## src/rtl/stage_if_pkg.sv

```systemverilog
// Shared constants and FSM encoding for the instruction-fetch stage.
package stage_if_pkg;

  localparam int IF_PC_W   = 32;
  localparam int IF_INST_W = 32;
  localparam int IF_REG_W  = 5;

  localparam logic [IF_PC_W-1:0]   IF_RESET_PC = 32'h0000_0000;
  localparam logic [IF_INST_W-1:0] IF_NOP_INST = 32'h0000_0013;

  typedef enum logic [1:0] {
    S_IDLE = 2'd0,
    S_REQ  = 2'd1,
    S_WAIT = 2'd2,
    S_HOLD = 2'd3
  } if_state_e;

endpackage

```

## src/rtl/if_id_reg.sv

```systemverilog
// IF/ID pipeline register.
// Priority: flush, then stall (hold), then load, else bubble.
module if_id_reg #(
  parameter int                    PC_WIDTH   = 32,
  parameter int                    INST_WIDTH = 32,
  parameter logic [INST_WIDTH-1:0] NOP_INST   = 32'h0000_0013
) (
  input  logic                  clk,
  input  logic                  reset,
  input  logic                  flush_i,
  input  logic                  stall_i,
  input  logic                  load_i,
  input  logic [PC_WIDTH-1:0]   pc_i,
  input  logic [INST_WIDTH-1:0] inst_i,
  output logic [PC_WIDTH-1:0]   pc_o,
  output logic [INST_WIDTH-1:0] inst_o,
  output logic                  valid_o
);

  logic [PC_WIDTH-1:0]   pc_q, pc_d;
  logic [INST_WIDTH-1:0] inst_q, inst_d;
  logic                  valid_q, valid_d;

  always_comb begin
    pc_d    = '0;
    inst_d  = NOP_INST;
    valid_d = 1'b0;
    if (flush_i) begin
      pc_d    = '0;
      inst_d  = NOP_INST;
      valid_d = 1'b0;
    end else if (stall_i) begin
      pc_d    = pc_q;
      inst_d  = inst_q;
      valid_d = valid_q;
    end else if (load_i) begin
      pc_d    = pc_i;
      inst_d  = inst_i;
      valid_d = 1'b1;
    end
  end

  always_ff @(posedge clk or posedge reset) begin
    if (reset) begin
      pc_q    <= '0;
      inst_q  <= NOP_INST;
      valid_q <= 1'b0;
    end else begin
      pc_q    <= pc_d;
      inst_q  <= inst_d;
      valid_q <= valid_d;
    end
  end

  assign pc_o    = pc_q;
  assign inst_o  = inst_q;
  assign valid_o = valid_q;

endmodule

```

## src/rtl/stage_if.sv

```systemverilog
// Instruction-fetch stage: PC, single-outstanding IMEM fetch FSM,
// redirect/kill handling and the IF/ID register.
module stage_if
  import stage_if_pkg::*;
#(
  parameter int                    PC_WIDTH       = IF_PC_W,
  parameter int                    INST_WIDTH     = IF_INST_W,
  parameter int                    REG_ADDR_WIDTH = IF_REG_W,
  parameter logic [PC_WIDTH-1:0]   RESET_PC       = IF_RESET_PC,
  parameter logic [INST_WIDTH-1:0] NOP_INST       = IF_NOP_INST
) (
  input  logic                      clk,
  input  logic                      reset,
  input  logic                      stall,
  input  logic                      pc_sel,
  input  logic [PC_WIDTH-1:0]       pc_imm,
  input  logic                      IF_flush,
  output logic                      imem_req_valid,
  input  logic                      imem_req_ready,
  output logic [PC_WIDTH-1:0]       imem_addr,
  input  logic                      imem_rsp_valid,
  input  logic [INST_WIDTH-1:0]     imem_rsp_data,
  output logic [PC_WIDTH-1:0]       IF_ID_pc,
  output logic [INST_WIDTH-1:0]     IF_ID_inst,
  output logic [REG_ADDR_WIDTH-1:0] IF_ID_rs1,
  output logic [REG_ADDR_WIDTH-1:0] IF_ID_rs2,
  output logic                      IF_ID_valid
);

  if_state_e             state_q, state_d;
  logic [PC_WIDTH-1:0]   pc_q, pc_d;
  logic [PC_WIDTH-1:0]   req_pc_q, req_pc_d;
  logic [PC_WIDTH-1:0]   hold_pc_q, hold_pc_d;
  logic [INST_WIDTH-1:0] hold_inst_q, hold_inst_d;
  logic                  kill_q, kill_d;

  logic                  ld;
  logic [PC_WIDTH-1:0]   ld_pc;
  logic [INST_WIDTH-1:0] ld_inst;

  always_comb begin
    state_d     = state_q;
    pc_d        = pc_q;
    req_pc_d    = req_pc_q;
    hold_pc_d   = hold_pc_q;
    hold_inst_d = hold_inst_q;
    kill_d      = kill_q;
    ld          = 1'b0;
    ld_pc       = req_pc_q;
    ld_inst     = imem_rsp_data;
    unique case (state_q)
      S_IDLE: begin
        state_d = S_REQ;
        if (pc_sel) pc_d = pc_imm;
      end
      S_REQ: begin
        if (pc_sel) pc_d = pc_imm;
        if (imem_req_ready) begin
          req_pc_d = pc_q;
          state_d  = S_WAIT;
          // accepted address is stale if redirected in the same cycle
          if (pc_sel) kill_d = 1'b1;
        end
      end
      S_WAIT: begin
        if (imem_rsp_valid) begin
          if (kill_q || pc_sel) begin
            kill_d  = 1'b0;
            state_d = S_REQ;
            if (pc_sel) pc_d = pc_imm;
          end else if (!stall) begin
            ld      = 1'b1;
            pc_d    = req_pc_q + PC_WIDTH'(4);
            state_d = S_REQ;
          end else begin
            hold_pc_d   = req_pc_q;
            hold_inst_d = imem_rsp_data;
            pc_d        = req_pc_q + PC_WIDTH'(4);
            state_d     = S_HOLD;
          end
        end else if (pc_sel) begin
          pc_d   = pc_imm;
          kill_d = 1'b1;
        end
      end
      S_HOLD: begin
        if (pc_sel) begin
          pc_d    = pc_imm;
          state_d = S_REQ;
        end else if (!stall) begin
          ld      = 1'b1;
          ld_pc   = hold_pc_q;
          ld_inst = hold_inst_q;
          state_d = S_REQ;
        end
      end
    endcase
  end

  always_ff @(posedge clk or posedge reset) begin
    if (reset) begin
      state_q     <= S_IDLE;
      pc_q        <= RESET_PC;
      req_pc_q    <= '0;
      hold_pc_q   <= '0;
      hold_inst_q <= NOP_INST;
      kill_q      <= 1'b0;
    end else begin
      state_q     <= state_d;
      pc_q        <= pc_d;
      req_pc_q    <= req_pc_d;
      hold_pc_q   <= hold_pc_d;
      hold_inst_q <= hold_inst_d;
      kill_q      <= kill_d;
    end
  end

  assign imem_req_valid = (state_q == S_REQ);
  assign imem_addr      = pc_q;

  if_id_reg #(
    .PC_WIDTH  (PC_WIDTH),
    .INST_WIDTH(INST_WIDTH),
    .NOP_INST  (NOP_INST)
  ) u_if_id (
    .clk    (clk),
    .reset  (reset),
    .flush_i(IF_flush),
    .stall_i(stall),
    .load_i (ld),
    .pc_i   (ld_pc),
    .inst_i (ld_inst),
    .pc_o   (IF_ID_pc),
    .inst_o (IF_ID_inst),
    .valid_o(IF_ID_valid)
  );

  assign IF_ID_rs1 = IF_ID_inst[19:15];
  assign IF_ID_rs2 = IF_ID_inst[24:20];

endmodule

```

## config.mk

```make
export PLATFORM = sky130hd
export DESIGN_NAME = stage_if
export DESIGN_NICKNAME = d
export VERILOG_FILES = /design/src/rtl/stage_if_pkg.sv /design/src/rtl/if_id_reg.sv /design/src/rtl/stage_if.sv
export SDC_FILE = /design/constraint.sdc
export NUM_CORES = 1
export LEC_CHECK = 0
export BUFFER_PORTS_ARGS = -buffer_cell sky130_fd_sc_hd__buf_2
export CAP_MARGIN = 10
export CORE_MARGIN = 3
export CORE_UTILIZATION = 40
export CTS_CLUSTER_DIAMETER = 80
export CTS_CLUSTER_SIZE = 16
export DETAILED_ROUTE_END_ITERATION = 8
export PLACE_DENSITY_LB_ADDON = 0.1
export SYNTH_ARGS = -nofsm -noshare
export SYNTH_HDL_FRONTEND = slang
export SYNTH_SLANG_ARGS = --single-unit
```

## constraint.sdc

```tcl
create_clock -name clk -period 6.2 [get_ports clk]
set_input_delay 1.24 -clock clk [delete_from_list [all_inputs] [get_ports clk]]
set_output_delay 1.24 -clock clk [all_outputs]
set_load 0.05 [all_outputs]
```

# --- Yosys cells after proc, flatten, opt, wreduce, memory -nomap -nowiden ---
# Index checks and enable logic that the tools add are counted.
word_totals:
  out_inout_bits: 108
  inputBits: 71
  regBits: 196
  elab_cells: 61
classes:
  bitwise_logic: 1
  reduce_logical: 8
  addsub: 1
  n_eq_ne: 8
  n_mux: 34
op_table:
  columns: ["op", "n"]
  rows:
  - ["two-way mux 32 bit", 13]
  - ["one-hot mux 32 bit (2 select lines)", 1]
  - ["adder 32 x 3 -> 32 bit, second input constant", 1]
  - ["two-way mux 2 bit", 6]
  - ["two-way mux 1 bit", 11]
  - ["one-hot mux 2 bit (4 select lines)", 1]
  - ["!= test 3 bit, second input constant", 2]
  - ["AND reduction 3 bit", 2]
  - ["equality test 2 bit, second input constant", 2]
  - ["!= test 2 x 1 -> 1 bit, second input constant", 2]
  - ["one-hot mux 1 bit (2 select lines)", 2]
  - ["AND reduction 4 bit", 1]
  - ["OR reduction 3 bit", 1]
  - ["equality test 2 x 1 -> 1 bit, second input constant", 1]
  - ["logical NOT 2 bit", 1]
  - ["!= test 2 bit, second input constant", 1]
  - ["AND reduction 2 bit", 1]
  - ["nonzero test 2 bit", 1]
  - ["logical OR 1 bit", 1]
  - ["inverter 1 bit", 1]

# --- Logic depth before layout (Yosys ltp) ---
# Gate-level depths: netlist (run 1).
logic_depth:
  word_depth: 7
  mapped_depth: 8
  mapped_depth_nobuf: 6

# --- Modules after synthesis ---
# A second synthesis (run 1) with hierarchy kept.
hier_totals:
  hier_cells: 786
  hier_area_um2: 9480.3
modules_own_cells:
  columns: ["mod", "instances", "seq_area_each_um2", "cells_each", "area_each_um2"]
  rows:
  - ["stage_if", 1, 3281.9, 559, 6794.0]
  - ["if_id_reg", 1, 1630.3, 227, 2686.3]

# --- Worst setup path before layout (run 1) ---
# OpenSTA, ideal clock, no wires.
synth_path:
  path_kind: "input to register"
  startpoint: "input port pc_sel"
  endpoint: "register hold_pc_q[19]"
  path_slack_ns: 3.539
  setup_ns: 0.125
  required_ns: 6.075
  cell_stages: 4
  arrival_ns: 2.535
  n_path_buf: 2
  path_cell_list: "buf_2 -> nor4_4 -> buf_6 -> mux2_4"
synth_via:
  elab_chain_len: 3
synth_lines:
  columns: ["item", "line", "rtl"]
  rows:
  - ["start: declaration", "stage_if.sv:15", "input logic pc_sel,"]
  - ["logical OR 1 bit", "stage_if.sv:67", "if (kill_q || pc_sel) begin"]
  - ["inverter 1 bit (no line)", null, null]
  - ["AND reduction 4 bit (no line)", null, null]
  - ["end signal: assignment", "stage_if.sv:112", "hold_pc_q <= hold_pc_d;"]
  - ["end: declaration", "stage_if.sv:33", "logic [PC_WIDTH-1:0] hold_pc_q, hold_pc_d;"]
# No other way between the ends.
# A chain may end at the register's enable or synchronous reset.

# --- Worst setup path after layout (run 1) ---
layout_path:
  startpoint: "input port pc_sel"
  endpoint: "register u_if_id.inst_q[0], in the netlist u_if_id.inst_o[0]"
layout_via:
  elab_chain_len: 7
  elab_cells_between_ends: 10
  cone_classes: "mux (9); reduce/logical (1)"
layout_lines:
  columns: ["item", "line", "rtl"]
  rows:
  - ["logical OR 1 bit", "stage_if.sv:67", null]
  - ["two-way mux 1 bit", "stage_if.sv:67", null]
  - ["two-way mux 1 bit", "stage_if.sv:66", "if (imem_rsp_valid) begin"]
  - ["one-hot mux 1 bit (2 select lines)", "stage_if.sv:51", "unique case (state_q)"]
  - ["two-way mux 32 bit (*)", "if_id_reg.sv:36", "end else if (load_i) begin"]
  - ["two-way mux 32 bit (*)", "if_id_reg.sv:32", "end else if (stall_i) begin"]
  - ["two-way mux 32 bit (*)", "if_id_reg.sv:28", "if (flush_i) begin"]
  - ["end signal: assignment", "if_id_reg.sv:50", "inst_q <= inst_d;"]
  - ["end: declaration", "if_id_reg.sv:21", "logic [INST_WIDTH-1:0] inst_q, inst_d;"]
# Every way passes the cells marked *; elsewhere a longest branch is shown, timed or not. The select of a mux whose other input is x is not followed.

==> results of run 1 <==
## power breakdown
part           internal (mW)  total (mW)  switching (mW)
Combinational          0.434       0.957           0.524
Sequential              1.55        1.84           0.290
Clock                  0.647        1.16           0.512
Total                   2.63        3.96            1.33
## registers in the layout, summed over array words and instances, names as in the netlist
| register | cells |
|---|---|
| hold_inst_q | 32 |
| hold_pc_q | 32 |
| imem_addr | 32 |
| kill_q | 1 |
| req_pc_q | 32 |
| state_q | 2 |
| u_if_id.inst_o | 32 |
| u_if_id.pc_o | 32 |
| u_if_id.valid_o | 1 |
## synth_stat cells (8+ instances only)
master | instances | area [µm²]
dfrtp_1 | 190 | 4750
nand2_1 | 91 | 342
mux2_2 | 88 | 991
o21ai_0 | 76 | 380
mux2i_1 | 75 | 751
clkbuf_1 | 24 | 90.1
xor2_1 | 22 | 193
a21oi_1 | 19 | 95.1
a211oi_1 | 18 | 135
nor2b_1 | 18 | 113
nand3_1 | 12 | 60.1
buf_2 | 11 | 55.1
nand4_1 | 11 | 68.8
nor2_1 | 11 | 41.3
buf_4 | 10 | 75.1
mux2_4 | 10 | 150
inv_1 | 8 | 30.0
## path summary, 6_finish.rpt
kind	start	to	slack, ps	cells past startpoint
max reg2reg	state_q[0]	u_if_id.inst_o[0]	3670	5
max in group asynchronous	reset	hold_inst_q[25]	3770	4
min reg2reg	u_if_id.pc_o[4]	u_if_id.pc_o[4]	480	2
min in group asynchronous	reset	u_if_id.inst_o[9]	840	2
max	pc_sel	u_if_id.inst_o[0]	2760	6
min	u_if_id.pc_o[4]	u_if_id.pc_o[4]	480	2
## critical path, delay by kind of cell
kind | cells | cell delay [ps]
AO/OA/AOI/OAI | 1 | 170
multiplexers | 1 | 390
buffers and inverters | 3 | 1170
AND/OR/NAND/NOR | 1 | 770
## layout by cell type, fill, tap and decap left out, drive strengths merged, types with 2 or more instances in the layout
master  count
dfstp       6
mux2       99
nand2      91
nand4      11
a21oi      19
buf       189
ha          6
mux2i      75
nor2       11
nand3      12
nand2b      2
xor2       22
inv        14
a211oi     18
xnor2       6
bufinv      3
clkinv      5
nor4        4
dfrtp     190
o21ai      76
nor2b      18
a31oi       2
nor3        5
clkbuf     17
o22a        3
and3        3
## cell families after synthesis
family | synth area share
xor gates and xnor gates | 0.0275
DFF | 0.551
muxes | 0.213
adders and majority gates | 0.00842
AOI/OAI and AO/OA | 0.0770
and+or+nand+nor | 0.0852
buffers and inverters | 0.0377
## cell type report
cell class                 count  area, µm²  share of cell area
sequential                   196       4910               0.464
timing repair buffer         189        973              0.0920
multi-input combinational    491       3700               0.349
inverter                       8       33.8             0.00319
clock inverter                15        190              0.0180
tap                          280        350              0.0331
clock buffer                  17        425              0.0402
## layer usage
| layer | track usage | routed length, µm |
|---|---|---|
| met5 | 0 | 20 |
| met4 | 0.0517 | 295 |
| met3 | 0.0395 | 1050 |
| met2 | 0.292 | 10200 |
| met1 | 0.247 | 9830 |
==> impl_metrics.ini, run 1 <==
[detailed_routing]
drt_first_pass_iters = 4
avgRoutedWirePerCell_um = 17.9
via_per_inst = 5.21
routed_wl_mm = 21.4
vias = 6231
drtIter0Drc = 406
drcViolationCount = 0
antenna_left = 0

[sta]
hold_ws_ps = 477
fin_crit_ps = 3440
fin_skew_ps = 10.6
hold_viol = 0
worst_pin_slew_ps = 1110
fin_ws_ps = 2760
drv_slew = 0
setup_violations = 0
setup_tns_ps = 0
slew_headroom = 0.260
rsz0062_at_grt = no
timing.final.crit_share = 0.556
max_freq_ghz = 0.290

[yosys]
ys_types = 40
synth_top_flop_cell = dfrtp_1
synth_edf_count = 0
synthesis.area_mm2 = 0.00892
avgSynthCellArea_um2 = 11.9
ys_ff_latch = 196
yosysSeqAreaShare = 0.551
async_flop_share = 1.00
synthesis.nets = 828
yosysWarningCount = 0
synth_cells = 751

[clocking]
clk_path_buf_depth = 2
cts_tree = done
clock_latency_ps = 430
post_cts_resized = 0
h-tree-depth = 4
clkTransAtPathRegs_ps = 70
cts_sinks = 196
post_cts_buffers = 0
ctsHoldBuffers = 0
root_buffer = clkbuf_16
cts-buffers-inserted = 17

[global_route]
grt_max_degree = 64
grt_pass1_vias = 6368
grt_overflow = 0
antenna_found_initial = 1
grt_pass1_wl_mm = 34.7
grtUsageTotal = 0.181

[setup_path]
cp_common_cell = buf_4
slowest_stage = nand2b_4
cp.required_ps = 6550
slowest_delay_ps = 770
arrival_ps = 3800
critical_path_class = in2reg
worstSetupStartpointType = input pin
crit_fanout = 55
crit_path_end_kind = flip-flop
path_cells = buf_2 -> buf_4 -> nand2b_4 -> buf_4 -> mux2_2 -> o22a_1

[cells_and_area]
area_growth_pct = 18.7
diodes = 0
fin_cells = 1196
drive_above_1_share = 0.364
nets = 980
fill_cells = 2039
design_area_mm2 = 0.0106
final_core_util = 0.483

[place]
postPlaceCellArea_mm2 = 0.00997
place_inst = 1164
portBuffers = 178
dp_hpwl_mm = 14.8
dp_slack_ps = 2280
place.gp.congestion = 0.759

[run]
cap_violations = 0

[floorplan]
die-area_mm2 = 0.0241
die_h_um = 155
core-area_mm2 = 0.0219
placementRows = 54
die_w_um = 155
io-pin-count = 179
initial_core_util = 0.407

[pwr]
p_total_mw = 3.96
p_leak_nw = 5.47
powerDensity_mw_per_mm2 = 374
vdd_ir_drop_max_mv = 0.174

[status]
run_status = complete, no violations

[min_path]
holdCritPathClass = reg2reg
(Power assumes the default switching activity.)
==> run 2, diff against run 1 <==
clock period = 3.4 ns   (was 6.2 ns; I/O delays follow)
==> run 2 against run 1 <==
Effect of this change: sequential cell count is the same; global-route usage is essentially flat; count of clock-buffer cells in the layout grew 2.
==> impl_metrics.ini, run 2 (synthesis gave the netlist of run 1 again) <==
[status]
run_status = complete, no violations

[sta]
slew_headroom = 0.304
hold_viol = 0
worst_pin_slew_ps = 1040
setup_violations = 0
timing.final.crit_share = 0.674
setup_tns_ps = 0
fin_skew_ps = 10.9
drv_slew = 0
max_freq_ghz = 0.436
rsz0062_at_grt = no
fin_crit_ps = 2290

[global_route]
grt_max_degree = 53
grt_pass1_vias = 6430
grt_overflow = 0
met1_usage = 0.248
grt_pass1_wl_mm = 35.1
antenna_found_initial = 1
grtUsageTotal = 0.181
grt_use_met3 = 0.0306
grt-busiest-layer = met2
met2_usage = 0.301

[place]
portBuffers = 178
postPlaceCellArea_mm2 = 0.0101
place_inst = 1170
place.gp.congestion = 0.784
dp_hpwl_mm = 15.2

[clocking]
cts_sinks = 196
clkTransAtPathRegs_ps = 70
post_cts_resized = 0
root_buffer = clkbuf_16
cts_tree = done
ctsHoldBuffers = 0
clk_path_buf_depth = 2
cts-buffers-inserted = 17
clock_latency_ps = 430
h-tree-depth = 4
post_cts_buffers = 0

[pwr]
p_total_mw = 7.32
powerDensity_mw_per_mm2 = 683
p_int_mw = 4.92
p_leak_nw = 5.53
swShare = 0.328
p_seq_frac = 0.460
power.switching_mw = 2.40
pwr-share-clk = 0.301
vdd_ir_drop_max_mv = 0.313
power.share.combinational = 0.239

[setup_path]
reg2reg_from = state_q[0]
slowest_stage = o21ai_4
critical_path_class = reg2reg
crit_fanout = 35
ff2ff_path_depth = 7
r2r_end = u_if_id.pc_o[16]
arrival_ps = 2590
crit_path_end_kind = flip-flop
cp.required_ps = 3700
ff2ff_setup_slack_ps = 1110
worstSetupStartpointType = flip-flop
path_cells = inv_1 -> ha_1 -> nand2_1 -> nor2_1 -> o21ai_4 -> buf_4 -> o21ai_0
slowest_delay_ps = 660

[run]
cap_violations = 0

[detailed_routing]
via_per_inst = 5.17
drcViolationCount = 0
routed_wl_mm = 21.5
antenna_left = 0
drtIter0Drc = 289
vias = 6209
drt_first_pass_iters = 4
avgRoutedWirePerCell_um = 17.9

[cells_and_area]
final_common_cell = dfrtp_1
diodes = 0
drive_above_1_share = 0.368
layout_common_cells = dfrtp_1 (190), buf_2 (178), nand2_1 (91), mux2_2 (88)
multiInputGateArea_mm2 = 0.00370
nets = 986
fill_cells = 2046
area_growth_pct = 20.1
design_area_mm2 = 0.0107
fin_cells = 1202
seq_area_mm2 = 0.00491

[floorplan]
die-area_mm2 = 0.0241
die_w_um = 155
placementRows = 54
die_h_um = 155
initial_core_util = 0.407
core-area_mm2 = 0.0219
io-pin-count = 179

[min_path]
holdCritPathClass = in2async
==> run 2: cell count changes in the layout (fill, tap and decap cells not counted), sizes merged <==
cell,change
clkinv,-1
buf,+6
inv,-3
clkinvlp,+1
bufinv,+1
clkbuf,+2
==> run 2: power groups by stage <==
stage	combinational (mW)	sequential (mW)	clock, mW
2_1_floorplan	1.18	3.46	0
3_3_place_gp	1.72	3.39	0
3_5_place_dp	1.77	3.42	0
4_1_cts	1.78	3.37	2.26
5_1_grt	1.91	3.46	2.36
6_report	1.75	3.37	2.20
==> run 2: worst max path at each step <==
stage | slack, ps | end | cells past startpoint | from
6_report | 1110 | u_if_id.pc_o[16] | 7 | state_q[0]
5_1_grt | 830 | u_if_id.pc_o[15] | 7 | state_q[0]
4_1_cts | 1050 | u_if_id.pc_o[3] | 7 | state_q[0]
3_5_place_dp | 1020 | u_if_id.pc_o[12] | 6 | imem_rsp_valid
3_3_place_gp | 1110 | u_if_id.pc_o[15] | 6 | imem_rsp_valid
2_1_floorplan | 190 | hold_inst_q[10] | 1 | reset
==> run 2: final cells by class <==
type,count,share of cell area
Sequential cell,196,0.459
Multi-Input combinational cell,491,0.345
Timing Repair Buffer,195,0.0998
Clock buffer,19,0.0423
Tap cell,280,0.0327
Clock inverter,13,0.0182
Inverter,8,0.00315
==> run 2: routing by layer <==
metal	vias to the layer above	share of wire
li1	2939	-
met1	3116	0.46
met2	136	0.49
met3	16	0.041
met4	2	0.0096
met5	-	0.00060
==> run 2: worst max-delay path, delay by kind of cell (launching register included) <==
family	cells	cell delay (ps)
AOI/OAI and AO/OA	2	780
buffers and inverters	2	450
DFF	1	430
adders and majority gates	1	260
and+or+nand+nor	2	240
==> run 2: stage by stage <==
| stage | util | hold WS [ps] | setup WS (ps) |
|---|---|---|---|
| floorplan | - | 457 | 193 |
| global placement | 0.460 | 457 | 1110 |
| detailed placement | 0.460 | 462 | 1020 |
| CTS | 0.489 | 468 | 1050 |
| global route | 0.489 | 485 | 832 |
| finish | 0.489 | 476 | 1110 |
